<file path="config.mk">
export PLATFORM = sky130hd
export DESIGN_NAME = fmap_grid_compositor
export DESIGN_NICKNAME = d
export VERILOG_FILES = /design/src/rtl/fmap_comp_pkg.sv /design/src/rtl/fmap_tile_decode.sv /design/src/rtl/fmap_grid_compositor.sv
export SDC_FILE = /design/constraint.sdc
export NUM_CORES = 1
export LEC_CHECK = 0
export CORE_ASPECT_RATIO = 1.2
export CORE_MARGIN = 2
export CORE_UTILIZATION = 47
export DETAILED_ROUTE_END_ITERATION = 8
export MAX_ROUTING_LAYER = met4
export PLACE_DENSITY = 0.83
export SETUP_SLACK_MARGIN = 0.3
export SLEW_MARGIN = 0
export SYNTH_ARGS = -nofsm -noshare
export SYNTH_HDL_FRONTEND = slang
export SYNTH_SLANG_ARGS = --single-unit
</file>
<file path="constraint.sdc">
create_clock -name out_stream_aclk -period 6.5 [get_ports out_stream_aclk]
set_clock_uncertainty 0.15 [all_clocks]
set_input_delay 1.3 -clock out_stream_aclk [delete_from_list [all_inputs] [get_ports out_stream_aclk]]
set_output_delay 1.3 -clock out_stream_aclk [all_outputs]
set_load 0.005 [all_outputs]
</file>
<file path="src/rtl/fmap_comp_pkg.sv">
// fmap_comp_pkg: default grid geometry, derived constants, position bundle
// and the tile-origin helper shared by the compositor and its decoder.
package fmap_comp_pkg;

    localparam int DEF_X_SIZE     = 640;
    localparam int DEF_Y_SIZE     = 480;
    localparam int DEF_READ_WIDTH = 256;
    localparam int DEF_PIX_BITS   = 8;
    localparam int DEF_N_TILES    = 4;
    localparam int DEF_GRID_COLS  = 2;
    localparam int DEF_TILE_W     = 24;
    localparam int DEF_TILE_H     = 24;
    localparam int DEF_SCALE_LOG2 = 2;
    localparam int DEF_GAP        = 8;
    localparam int DEF_ORIGIN_X   = 0;
    localparam int DEF_ORIGIN_Y   = 0;
    localparam int DEF_BASE_ADDR  = 0;
    localparam logic [7:0] DEF_BG_VAL = 8'h00;

    localparam int PIX_PER_WORD   = DEF_READ_WIDTH / DEF_PIX_BITS;
    localparam int WORDS_PER_TILE =
        (DEF_TILE_W * DEF_TILE_H + PIX_PER_WORD - 1) / PIX_PER_WORD;
    localparam int X_W    = $clog2(DEF_X_SIZE);
    localparam int Y_W    = $clog2(DEF_Y_SIZE);
    localparam int ADDR_W = 12;

    typedef struct packed {
        logic [X_W-1:0] x;
        logic [Y_W-1:0] y;
        logic           first;
        logic           lastx;
        logic           lasty;
    } pixel_pos_t;

    typedef struct packed {
        int ox;
        int oy;
    } tile_org_t;

    // Top-left corner of tile t on the screen grid.
    function automatic tile_org_t tile_origin(
        input int t,
        input int cols,
        input int pitch_x,
        input int pitch_y,
        input int x0,
        input int y0
    );
        tile_org_t o;
        o.ox = x0 + (t % cols) * pitch_x;
        o.oy = y0 + (t / cols) * pitch_y;
        return o;
    endfunction

    function automatic int words_per_tile(
        input int w,
        input int h,
        input int ppw
    );
        return (w * h + ppw - 1) / ppw;
    endfunction

endpackage

</file>
<file path="src/rtl/fmap_tile_decode.sv">
// fmap_tile_decode: combinational (x,y) -> hit, BRAM word address, lane.
// Ports: x,y in; hit, addr, lane out; border out with FMAP_TILE_BORDER_EN.
module fmap_tile_decode
    import fmap_comp_pkg::*;
#(
    parameter int N_TILES    = DEF_N_TILES,
    parameter int GRID_COLS  = DEF_GRID_COLS,
    parameter int TILE_W     = DEF_TILE_W,
    parameter int TILE_H     = DEF_TILE_H,
    parameter int SCALE_LOG2 = DEF_SCALE_LOG2,
    parameter int GAP        = DEF_GAP,
    parameter int ORIGIN_X   = DEF_ORIGIN_X,
    parameter int ORIGIN_Y   = DEF_ORIGIN_Y,
    parameter int BASE_ADDR  = DEF_BASE_ADDR,
    parameter int PPW        = PIX_PER_WORD,
    parameter int LANE_W     = $clog2(PPW)
) (
    input  logic [X_W-1:0]    x,
    input  logic [Y_W-1:0]    y,
    output logic              hit,
    output logic [ADDR_W-1:0] addr,
    output logic [LANE_W-1:0] lane
`ifdef FMAP_TILE_BORDER_EN
    ,
    output logic              border
`endif
);

    localparam int SW  = TILE_W << SCALE_LOG2;
    localparam int SH  = TILE_H << SCALE_LOG2;
    localparam int WPT = words_per_tile(TILE_W, TILE_H, PPW);

    tile_org_t org;
    int        dx;
    int        dy;
    int        idx;

    always_comb begin
        hit  = 1'b0;
        addr = '0;
        lane = '0;
`ifdef FMAP_TILE_BORDER_EN
        border = 1'b0;
`endif
        org = '0;
        dx  = 0;
        dy  = 0;
        idx = 0;
        for (int t = 0; t < N_TILES; t++) begin
            org = tile_origin(t, GRID_COLS, SW + GAP, SH + GAP,
                              ORIGIN_X, ORIGIN_Y);
            dx = int'(x) - org.ox;
            dy = int'(y) - org.oy;
            // First match wins, so lower tile indices take priority.
            if (!hit && dx >= 0 && dx < SW && dy >= 0 && dy < SH) begin
                hit  = 1'b1;
                idx  = (dy >> SCALE_LOG2) * TILE_W + (dx >> SCALE_LOG2);
                addr = ADDR_W'(BASE_ADDR + t * WPT + (idx >> LANE_W));
                lane = LANE_W'(idx & (PPW - 1));
`ifdef FMAP_TILE_BORDER_EN
                border = (dx == 0) || (dx == SW - 1) ||
                         (dy == 0) || (dy == SH - 1);
`endif
            end
        end
    end

endmodule

</file>
<file path="src/rtl/fmap_grid_compositor.sv">
// fmap_grid_compositor: streams an X_SIZE x Y_SIZE frame, placing upscaled
// feature-map tiles from BRAM on a grid; 3-stage stall-all pipeline.
// Ports: out_stream_aclk, periph_reset (sync, high), enable, out_ready in;
// out_valid/pixel/first/lastx/lasty, frame_done out; bram_addr/en out,
// bram_rdata in. Optional tile outline: FMAP_TILE_BORDER_EN.
module fmap_grid_compositor
    import fmap_comp_pkg::*;
#(
    parameter int X_SIZE     = DEF_X_SIZE,
    parameter int Y_SIZE     = DEF_Y_SIZE,
    parameter int READ_WIDTH = DEF_READ_WIDTH,
    parameter int PIX_BITS   = DEF_PIX_BITS,
    parameter int N_TILES    = DEF_N_TILES,
    parameter int GRID_COLS  = DEF_GRID_COLS,
    parameter int TILE_W     = DEF_TILE_W,
    parameter int TILE_H     = DEF_TILE_H,
    parameter int SCALE_LOG2 = DEF_SCALE_LOG2,
    parameter int GAP        = DEF_GAP,
    parameter int ORIGIN_X   = DEF_ORIGIN_X,
    parameter int ORIGIN_Y   = DEF_ORIGIN_Y,
    parameter int BASE_ADDR  = DEF_BASE_ADDR,
    parameter logic [PIX_BITS-1:0] BG_VAL = PIX_BITS'(DEF_BG_VAL)
) (
    input  logic                  out_stream_aclk,
    input  logic                  periph_reset,
    input  logic                  enable,
    input  logic                  out_ready,
    output logic                  out_valid,
    output logic [PIX_BITS-1:0]   out_pixel,
    output logic                  out_first,
    output logic                  out_lastx,
    output logic                  out_lasty,
    output logic                  frame_done,
    output logic [ADDR_W-1:0]     bram_addr,
    output logic                  bram_en,
    input  logic [READ_WIDTH-1:0] bram_rdata
);

    localparam int PPW    = READ_WIDTH / PIX_BITS;
    localparam int LANE_W = $clog2(PPW);
    localparam int WPT    = words_per_tile(TILE_W, TILE_H, PPW);

    if (BASE_ADDR + N_TILES * WPT > 4096) begin : g_chk_addr
        $error("tile storage exceeds the 4096-word BRAM");
    end
    if (X_SIZE > (1 << X_W) || Y_SIZE > (1 << Y_W)) begin : g_chk_pos
        $error("frame size exceeds position counter width");
    end

    logic [X_W-1:0]    x;
    logic [Y_W-1:0]    y;
    pixel_pos_t        s0_pos;
    logic              s0_valid;
    logic              at_origin;
    logic              advance;
    logic              dec_hit;
    logic [ADDR_W-1:0] dec_addr;
    logic [LANE_W-1:0] dec_lane;
    logic              s1_valid;
    logic              s1_hit;
    logic              s1_first;
    logic              s1_lastx;
    logic              s1_lasty;
    logic [LANE_W-1:0] s1_lane;
    logic              s2_valid;
    logic              s2_hit;
    logic [LANE_W-1:0] s2_lane;
    logic [PIX_BITS-1:0] lane_pix;
`ifdef FMAP_TILE_BORDER_EN
    logic              dec_border;
    logic              s1_border;
    logic              s2_border;
`endif

    assign at_origin = (x == '0) && (y == '0);
    // enable only gates the start of a frame; mid-frame it is ignored.
    assign s0_valid  = at_origin ? enable : 1'b1;
    assign advance   = !s2_valid || out_ready;
    // Holding bram_en low during a stall freezes the BRAM output word.
    assign bram_en   = advance && !periph_reset;

    always_comb begin
        s0_pos.x     = x;
        s0_pos.y     = y;
        s0_pos.first = s0_valid && at_origin;
        s0_pos.lastx = s0_valid && (x == X_W'(X_SIZE - 1));
        s0_pos.lasty = s0_valid && (y == Y_W'(Y_SIZE - 1));
    end

    fmap_tile_decode #(
        .N_TILES    (N_TILES),
        .GRID_COLS  (GRID_COLS),
        .TILE_W     (TILE_W),
        .TILE_H     (TILE_H),
        .SCALE_LOG2 (SCALE_LOG2),
        .GAP        (GAP),
        .ORIGIN_X   (ORIGIN_X),
        .ORIGIN_Y   (ORIGIN_Y),
        .BASE_ADDR  (BASE_ADDR),
        .PPW        (PPW),
        .LANE_W     (LANE_W)
    ) u_decode (
        .x      (s0_pos.x),
        .y      (s0_pos.y),
        .hit    (dec_hit),
        .addr   (dec_addr),
        .lane   (dec_lane)
`ifdef FMAP_TILE_BORDER_EN
        ,
        .border (dec_border)
`endif
    );

    // S0: raster position counter.
    always_ff @(posedge out_stream_aclk) begin
        if (periph_reset) begin
            x <= '0;
            y <= '0;
        end else if (advance && s0_valid) begin
            if (s0_pos.lastx) begin
                x <= '0;
                y <= s0_pos.lasty ? '0 : y + 1'b1;
            end else begin
                x <= x + 1'b1;
            end
        end
    end

    // S1: registered decode; bram_addr only moves on a tile hit.
    always_ff @(posedge out_stream_aclk) begin
        if (periph_reset) begin
            s1_valid  <= 1'b0;
            s1_hit    <= 1'b0;
            s1_lane   <= '0;
            s1_first  <= 1'b0;
            s1_lastx  <= 1'b0;
            s1_lasty  <= 1'b0;
            bram_addr <= '0;
`ifdef FMAP_TILE_BORDER_EN
            s1_border <= 1'b0;
`endif
        end else if (advance) begin
            s1_valid <= s0_valid;
            s1_hit   <= s0_valid && dec_hit;
            s1_lane  <= dec_lane;
            s1_first <= s0_pos.first;
            s1_lastx <= s0_pos.lastx;
            s1_lasty <= s0_pos.lasty;
            if (s0_valid && dec_hit)
                bram_addr <= dec_addr;
`ifdef FMAP_TILE_BORDER_EN
            s1_border <= dec_border;
`endif
        end
    end

    // S2: sideband aligned with the BRAM read data.
    always_ff @(posedge out_stream_aclk) begin
        if (periph_reset) begin
            s2_valid  <= 1'b0;
            s2_hit    <= 1'b0;
            s2_lane   <= '0;
            out_first <= 1'b0;
            out_lastx <= 1'b0;
            out_lasty <= 1'b0;
`ifdef FMAP_TILE_BORDER_EN
            s2_border <= 1'b0;
`endif
        end else if (advance) begin
            s2_valid  <= s1_valid;
            s2_hit    <= s1_hit;
            s2_lane   <= s1_lane;
            out_first <= s1_first;
            out_lastx <= s1_lastx;
            out_lasty <= s1_lasty;
`ifdef FMAP_TILE_BORDER_EN
            s2_border <= s1_border;
`endif
        end
    end

    always_comb begin
        lane_pix = '0;
        for (int l = 0; l < PPW; l++) begin
            if (s2_lane == LANE_W'(l))
                lane_pix = bram_rdata[l*PIX_BITS +: PIX_BITS];
        end
    end

    always_comb begin
        out_pixel = BG_VAL;
        if (s2_hit)
            out_pixel = lane_pix;
`ifdef FMAP_TILE_BORDER_EN
        if (s2_hit && s2_border)
            out_pixel = '1;
`endif
    end

    assign out_valid  = s2_valid;
    assign frame_done = out_valid && out_ready && out_lastx && out_lasty;

endmodule

</file>
# Yosys cells after proc, flatten, opt, wreduce, memory -nomap -nowiden
# Index checks and enable logic that the tools add are counted.
[word_totals]
regBits = 51
inputBits = 260
output_inout_bits = 26
elab_cells = 153
[op_classes]
n_addsub = 11
multipliers = 2
magnitude_cmp = 8
n_eq_ne = 33
mux = 48
reduce_logical = 36
[ops]
columns = ["operator", "n"]
rows = [
  ["2-to-1 mux 8 bit", 33],
  ["== test 5 bit (second input constant)", 16],
  ["adder 17 x 9 -> 17 bit", 3],
  ["2-to-1 mux 12 bit", 4],
  ["== test 5 x 4 -> 1 bit (second input constant)", 8],
  ["greater-or-equal comparator 32 x 1 -> 1 bit (second input constant)", 1],
  ["< comparator 32 x 8 -> 1 bit (second input constant)", 1],
  ["multiplier 30 x 2 -> 14 bit (second input constant)", 1],
  ["logical AND 1 bit", 25],
  ["adder 6 x 12 -> 12 bit (first input constant)", 2],
  ["== test 5 x 3 -> 1 bit (second input constant)", 4],
  ["2-to-1 mux 5 bit", 4],
  ["adder 13 x 9 -> 14 bit", 1],
  ["adder 5 x 12 -> 12 bit (first input constant)", 1],
  ["greater-or-equal comparator 11 x 1 -> 1 bit (second input constant)", 1],
  ["< comparator 11 x 8 -> 1 bit (second input constant)", 1],
  ["subtractor 10 x 7 -> 11 bit (second input constant)", 1],
  ["adder 10 x 1 -> 10 bit (second input constant)", 1],
  ["== test 10 bit (second input constant)", 1],
  ["== test 5 x 2 -> 1 bit (second input constant)", 2],
  ["greater-or-equal comparator 10 x 1 -> 1 bit (second input constant)", 1],
  ["logical NOT 10 bit", 1],
  ["< comparator 10 x 7 -> 1 bit (second input constant)", 1],
  ["2-to-1 mux 10 bit", 1],
  ["other kinds (14)", 23],
]

# Depth between registers and ports, before layout
[depth]
depth_word = 34
ltp_mapped = 21
ltp_nobuf = 19

# Cells and area by module
# A second synthesis with hierarchy kept.
[hier_totals]
cells_unflattened = 1173
area_unflattened_um2 = 8614.5
[modules_own_cells]
columns = ["module", "instances", "cells_per_inst", "area_each_um2"]
rows = [
  ["fmap_grid_compositor", 1, 763, 5542.8],
  ["fmap_tile_decode", 1, 410, 3071.7],
]

# Least setup slack after synthesis
# OpenSTA, ideal clock, no wires.
[synth_path]
kind = "flip-flop to flip-flop"
start = "reg y[4]"
end = "reg bram_addr[8]"
arrival_ns = 4.348
slack_ns = 1.922
stages_incl_launch_ff = 21
period_less_slack_ns = 4.578
cell_sequence = "dfxtp_1 inv_1 ha_1 a21oi_1 xnor2_1 ha_1 and3_1 a211o_2 a21oi_2 xnor2_1 buf_6 ha_1 a21oi_1 nand2_1 a31o_2 a21oi_2 xnor2_1 nor3b_1 or3_1 and3_1 a211oi_2"
[synth_via]
elab_chain_cells = 24
elab_cells_between_ends = 44
classes_between = "add/sub (8); mul (2); order compare (4); mux (9); reduce/logical (21)"
[synth_rtl]
columns = ["item", "line", "text"]
rows = [
  ["start: declaration", "fmap_grid_compositor.sv:51", "logic [Y_W-1:0] y;"],
  ["start signal: assignment", "fmap_grid_compositor.sv:122", "y <= s0_pos.lasty ? '0 : y + 1'b1;"],
  ["branches (longest 24 deep; another with multiplier 30 x 2 -> 14 bit)", "--", ""],
  ["end signal: assignment", "fmap_grid_compositor.sv:150", "bram_addr <= dec_addr;"],
  ["end: declaration", "fmap_grid_compositor.sv:34", "output logic [ADDR_W-1:0] bram_addr,"],
]
# Several ways; the timed one is not identified.
# A chain may end at the register's enable or synchronous reset.

# Worst setup path after layout
[layout_path]
start = "in bram_rdata[23]"
end = "out out_pixel[7]"
[layout_via]
elab_chain_cells = 31
[layout_rtl]
columns = ["item", "line", "text"]
rows = [
  ["start: declaration", "fmap_grid_compositor.sv:36", "input logic [READ_WIDTH-1:0] bram_rdata"],
  ["2-to-1 mux 8 bit (30 in series)", "fmap_grid_compositor.sv:185", "if (s2_lane == LANE_W'(l))"],
  ["2-to-1 mux 8 bit", "fmap_grid_compositor.sv:192", "if (s2_hit)"],
  ["end: declaration", "fmap_grid_compositor.sv:29", "output logic [PIX_BITS-1:0] out_pixel,"],
]
# No other way between the ends.

==> results.sh <==
export IMPL_critPathCapture="out_pixel[7]"
export IMPL_finalHoldViolCount=0
export IMPL_synth_seq_cells=51
export IMPL_chipHeight_um=149
export IMPL_grt_start_max_net_pins=59
export IMPL_slew_viol_final=0
export IMPL_cts_root_buffer="clkbuf_16"
export IMPL_layout_common_cells="clkdlybuf4s50_1 (285), nor2_1 (138), a21oi_1 (106)"
export IMPL_fin_crit_ps=5630
export IMPL_synthCells=1179
export IMPL_grt_pass1_wl_mm=52.9
export IMPL_layout_cells_most_common="clkdlybuf4s50_1"
export IMPL_drive_gt1_frac=0.0468
export IMPL_cts_buffers=5
export IMPL_sw_frac_of_total=0.323
export IMPL_p_per_area_mw_per_mm2=98.9
export IMPL_clock_power_share=0.248
export IMPL_fin_nets=1741
export IMPL_met1Wirelength_mm=13.1
export IMPL_post_cts_buffers=0
export IMPL_cp_max_fo=1
export IMPL_die_x_um=125
export IMPL_first_global_vias=9762
export IMPL_io_pin_count=286
export IMPL_cts_hold_buf=0
export IMPL_cap_viol_max_count=0
export IMPL_placementRows=53
export IMPL_syn_to_final_growth_pct=37.3
export IMPL_seqCellArea_mm2=0.00103
export IMPL_n_antenna_cell=0
export IMPL_dieArea_mm2=0.0186
export IMPL_hold_path_class="reg2reg"
export IMPL_place_congestion=1.04
export IMPL_wl_per_cell_um=21.3
export IMPL_top_layer="met4"
export IMPL_dp_cells=1623
export IMPL_antenna_found_initial=0
export IMPL_pwr_share_comb=0.417
export IMPL_initial_core_util=0.475
export IMPL_p_switching_uw=362
export IMPL_wl_met2_mm=17.0
export IMPL_synth_area_mm2=0.00826
export IMPL_ant_nets=0
export IMPL_clkSinkCount=51
export IMPL_cts_buffer_depth=2
export IMPL_layoutNonFillerInstCount=1631
export IMPL_crit_type="in2out"
export IMPL_syn_avg_cell_area_um2=7.00
export IMPL_grt_usage=0.364
export IMPL_cts_resized_gates=0
export IMPL_power_frac_seq=0.335
export IMPL_num_vias=10200
export IMPL_multi_input_area_mm2=0.00674
export IMPL_fillCellCount=1555
export IMPL_dp_hpwl_mm=27.7
export IMPL_required_ps=5050
export IMPL_setup_violations=0
export IMPL_ys_warn_count=0
export IMPL_wl_met3_mm=2.84
export IMPL_peakVddDrop_mv=0.114
export IMPL_drc_errors=0
export IMPL_htreeDepth=2
export IMPL_reg2regPathDepth=16
export IMPL_cp_startpoint="bram_rdata[23]"
export IMPL_critPathArrivalTime_ps=4180
export IMPL_post_route_period_util=0.866
export IMPL_syn_nets=1510
export IMPL_internal_power_uw=759
export IMPL_fmax_mhz=178
export IMPL_leakage_uw=0.00421
export IMPL_synth_async_sr_flop_share=0
export IMPL_vias_per_cell=6.26
export IMPL_ys_types=86
export IMPL_drtIter0Drc=1117
export IMPL_cts_clk_slew_worst_paths_ps=70
export IMPL_overflow=0
export IMPL_yosysSeqAreaShare=0.124
export IMPL_r2r_end="bram_addr[8]"
export IMPL_clock_latency_ps=300
export IMPL_startpoint_type="input pin"
export IMPL_fin_tns_setup_ps=0
export IMPL_endpoint_kind="primary output"
export IMPL_port_buffers=285
export IMPL_rr_startpoint="y[3]"
export IMPL_timing_max_slew_rel_slack=0.255
export IMPL_outcome="completed"
export IMPL_reg2reg_slack_ps=1190
export IMPL_routed_wl_mm=34.7
export IMPL_cts_tree="done"
export IMPL_synth_edff_count=0
export IMPL_first_pass_iters=5
export IMPL_coreArea_mm2=0.0174
export IMPL_rsz0062_at_grt="false"
export IMPL_tightestPinTransition_ps=1110
export IMPL_synth_flop_cell="dfxtp_1"
[sequential cells by signal, indices dropped and copies added (netlist names)]
| signal | flops |
|---|---|
| s1_hit | 1 |
| s1_lasty | 1 |
| s1_lane | 5 |
| out_lastx | 1 |
| s1_first | 1 |
| bram_addr | 12 |
| y | 9 |
| out_valid | 1 |
| s2_hit | 1 |
| s2_lane | 5 |
| s1_lastx | 1 |
| x | 10 |
| s1_valid | 1 |
| out_first | 1 |
| out_lasty | 1 |
[cell usage after synthesis (5+ instances only)]
cell | n | area share
a211oi_1 | 19 | 0.017
a21o_1 | 12 | 0.011
a21oi_1 | 106 | 0.064
a221oi_1 | 9 | 0.0095
a22o_1 | 5 | 0.0053
a22oi_1 | 10 | 0.0091
a31oi_1 | 20 | 0.015
a32oi_1 | 9 | 0.0095
and2_1 | 10 | 0.0076
and3_1 | 10 | 0.0076
and4_1 | 7 | 0.0074
buf_1 | 12 | 0.0055
buf_2 | 14 | 0.0085
clkbuf_1 | 47 | 0.021
dfxtp_1 | 51 | 0.12
fa_1 | 5 | 0.012
ha_1 | 66 | 0.10
inv_1 | 50 | 0.023
mux2_2 | 10 | 0.014
mux2i_1 | 34 | 0.041
mux4_2 | 9 | 0.025
nand2_1 | 105 | 0.048
nand2b_1 | 12 | 0.0091
nand3_1 | 33 | 0.020
nand4_1 | 10 | 0.0076
nor2_1 | 138 | 0.063
nor2b_1 | 19 | 0.014
nor3_1 | 32 | 0.019
nor3b_1 | 5 | 0.0045
o21a_1 | 10 | 0.0091
o21ai_0 | 81 | 0.049
o221ai_1 | 12 | 0.013
o22ai_1 | 27 | 0.020
o31ai_1 | 7 | 0.0064
or2_2 | 6 | 0.0045
or3_1 | 5 | 0.0038
xnor2_1 | 51 | 0.054
xor2_1 | 19 | 0.020
[through the flow]
step | hold WS, ps | util | total power (uW) | setup slack [ps] | area, um2
finish | 303 | 0.652 | 1120 | 874 | 11300
global route | 325 | 0.652 | 1170 | 706 | 11300
CTS | 304 | 0.652 | 1120 | 905 | 11300
detailed placement | 290 | 0.644 | 844 | 914 | 11200
global placement | 284 | 0.644 | 837 | 944 | 11200
floorplan | 275 | - | 564 | 1920 | 8260
[per-layer routing]
layer | global-route usage | up-vias
met5 | - | -
met4 | 0.163 | 0
met3 | 0.0567 | 101
met2 | 0.632 | 543
met1 | 0.414 | 4746
li1 | - | 4813
[cell families (layout without fill, tap and decap cells)]
family / count (synthesis) / count (layout) / share of synthesized area
DFF: 51 / 51 / 0.124
AOI/OAI and AO/OA: 394 / 394 / 0.313
adders and majority gates: 71 / 71 / 0.112
buffers and inverters: 126 / 358 / 0.0603
xor gates and xnor gates: 70 / 70 / 0.0743
and+or+nand+nor: 414 / 414 / 0.237
muxes: 53 / 53 / 0.0794
[cell type report]
type / count / share of cell area
clock inverters: 3 / 0.00210
multi-input cells: 1002 / 0.594
inverters: 52 / 0.0172
repair buffers: 298 / 0.260
well taps: 220 / 0.0243
clock buffers: 5 / 0.0110
flip-flops and latches: 51 / 0.0908
[critical path, cell delays in order]
cell and delay (ps):
clkdlybuf4s50_1 390, or4_1 380, mux4_2 460, o221ai_1 200
o21ai_0 180, nand2_1 90, o211ai_1 140, a2111oi_0 440
nor3_1 90, clkdlybuf4s50_1 500
[how the worst min path moves through the flow]
| stage | start | endpoint | depth (start not counted) |
|---|---|---|---|
| final | out_first | out_first | 2 |
| after global routing | out_first | out_first | 2 |
| after CTS | out_first | out_first | 2 |
| after detailed placement | s1_lane[1] | s2_lane[1] | 2 |
| after global placement | s1_lane[1] | s2_lane[1] | 2 |
| after floorplan | s1_lane[3] | s1_lane[3] | 2 |
[power groups by stage]
stage	sequential (uW)	clock (uW)	combinational [uW]
global placement	381	0	456
detailed placement	382	0	462
finish	376	279	467
global route	379	292	498
CTS	375	282	464
floorplan	373	0	191
Note: power is estimated with default switching activity, not from simulation.
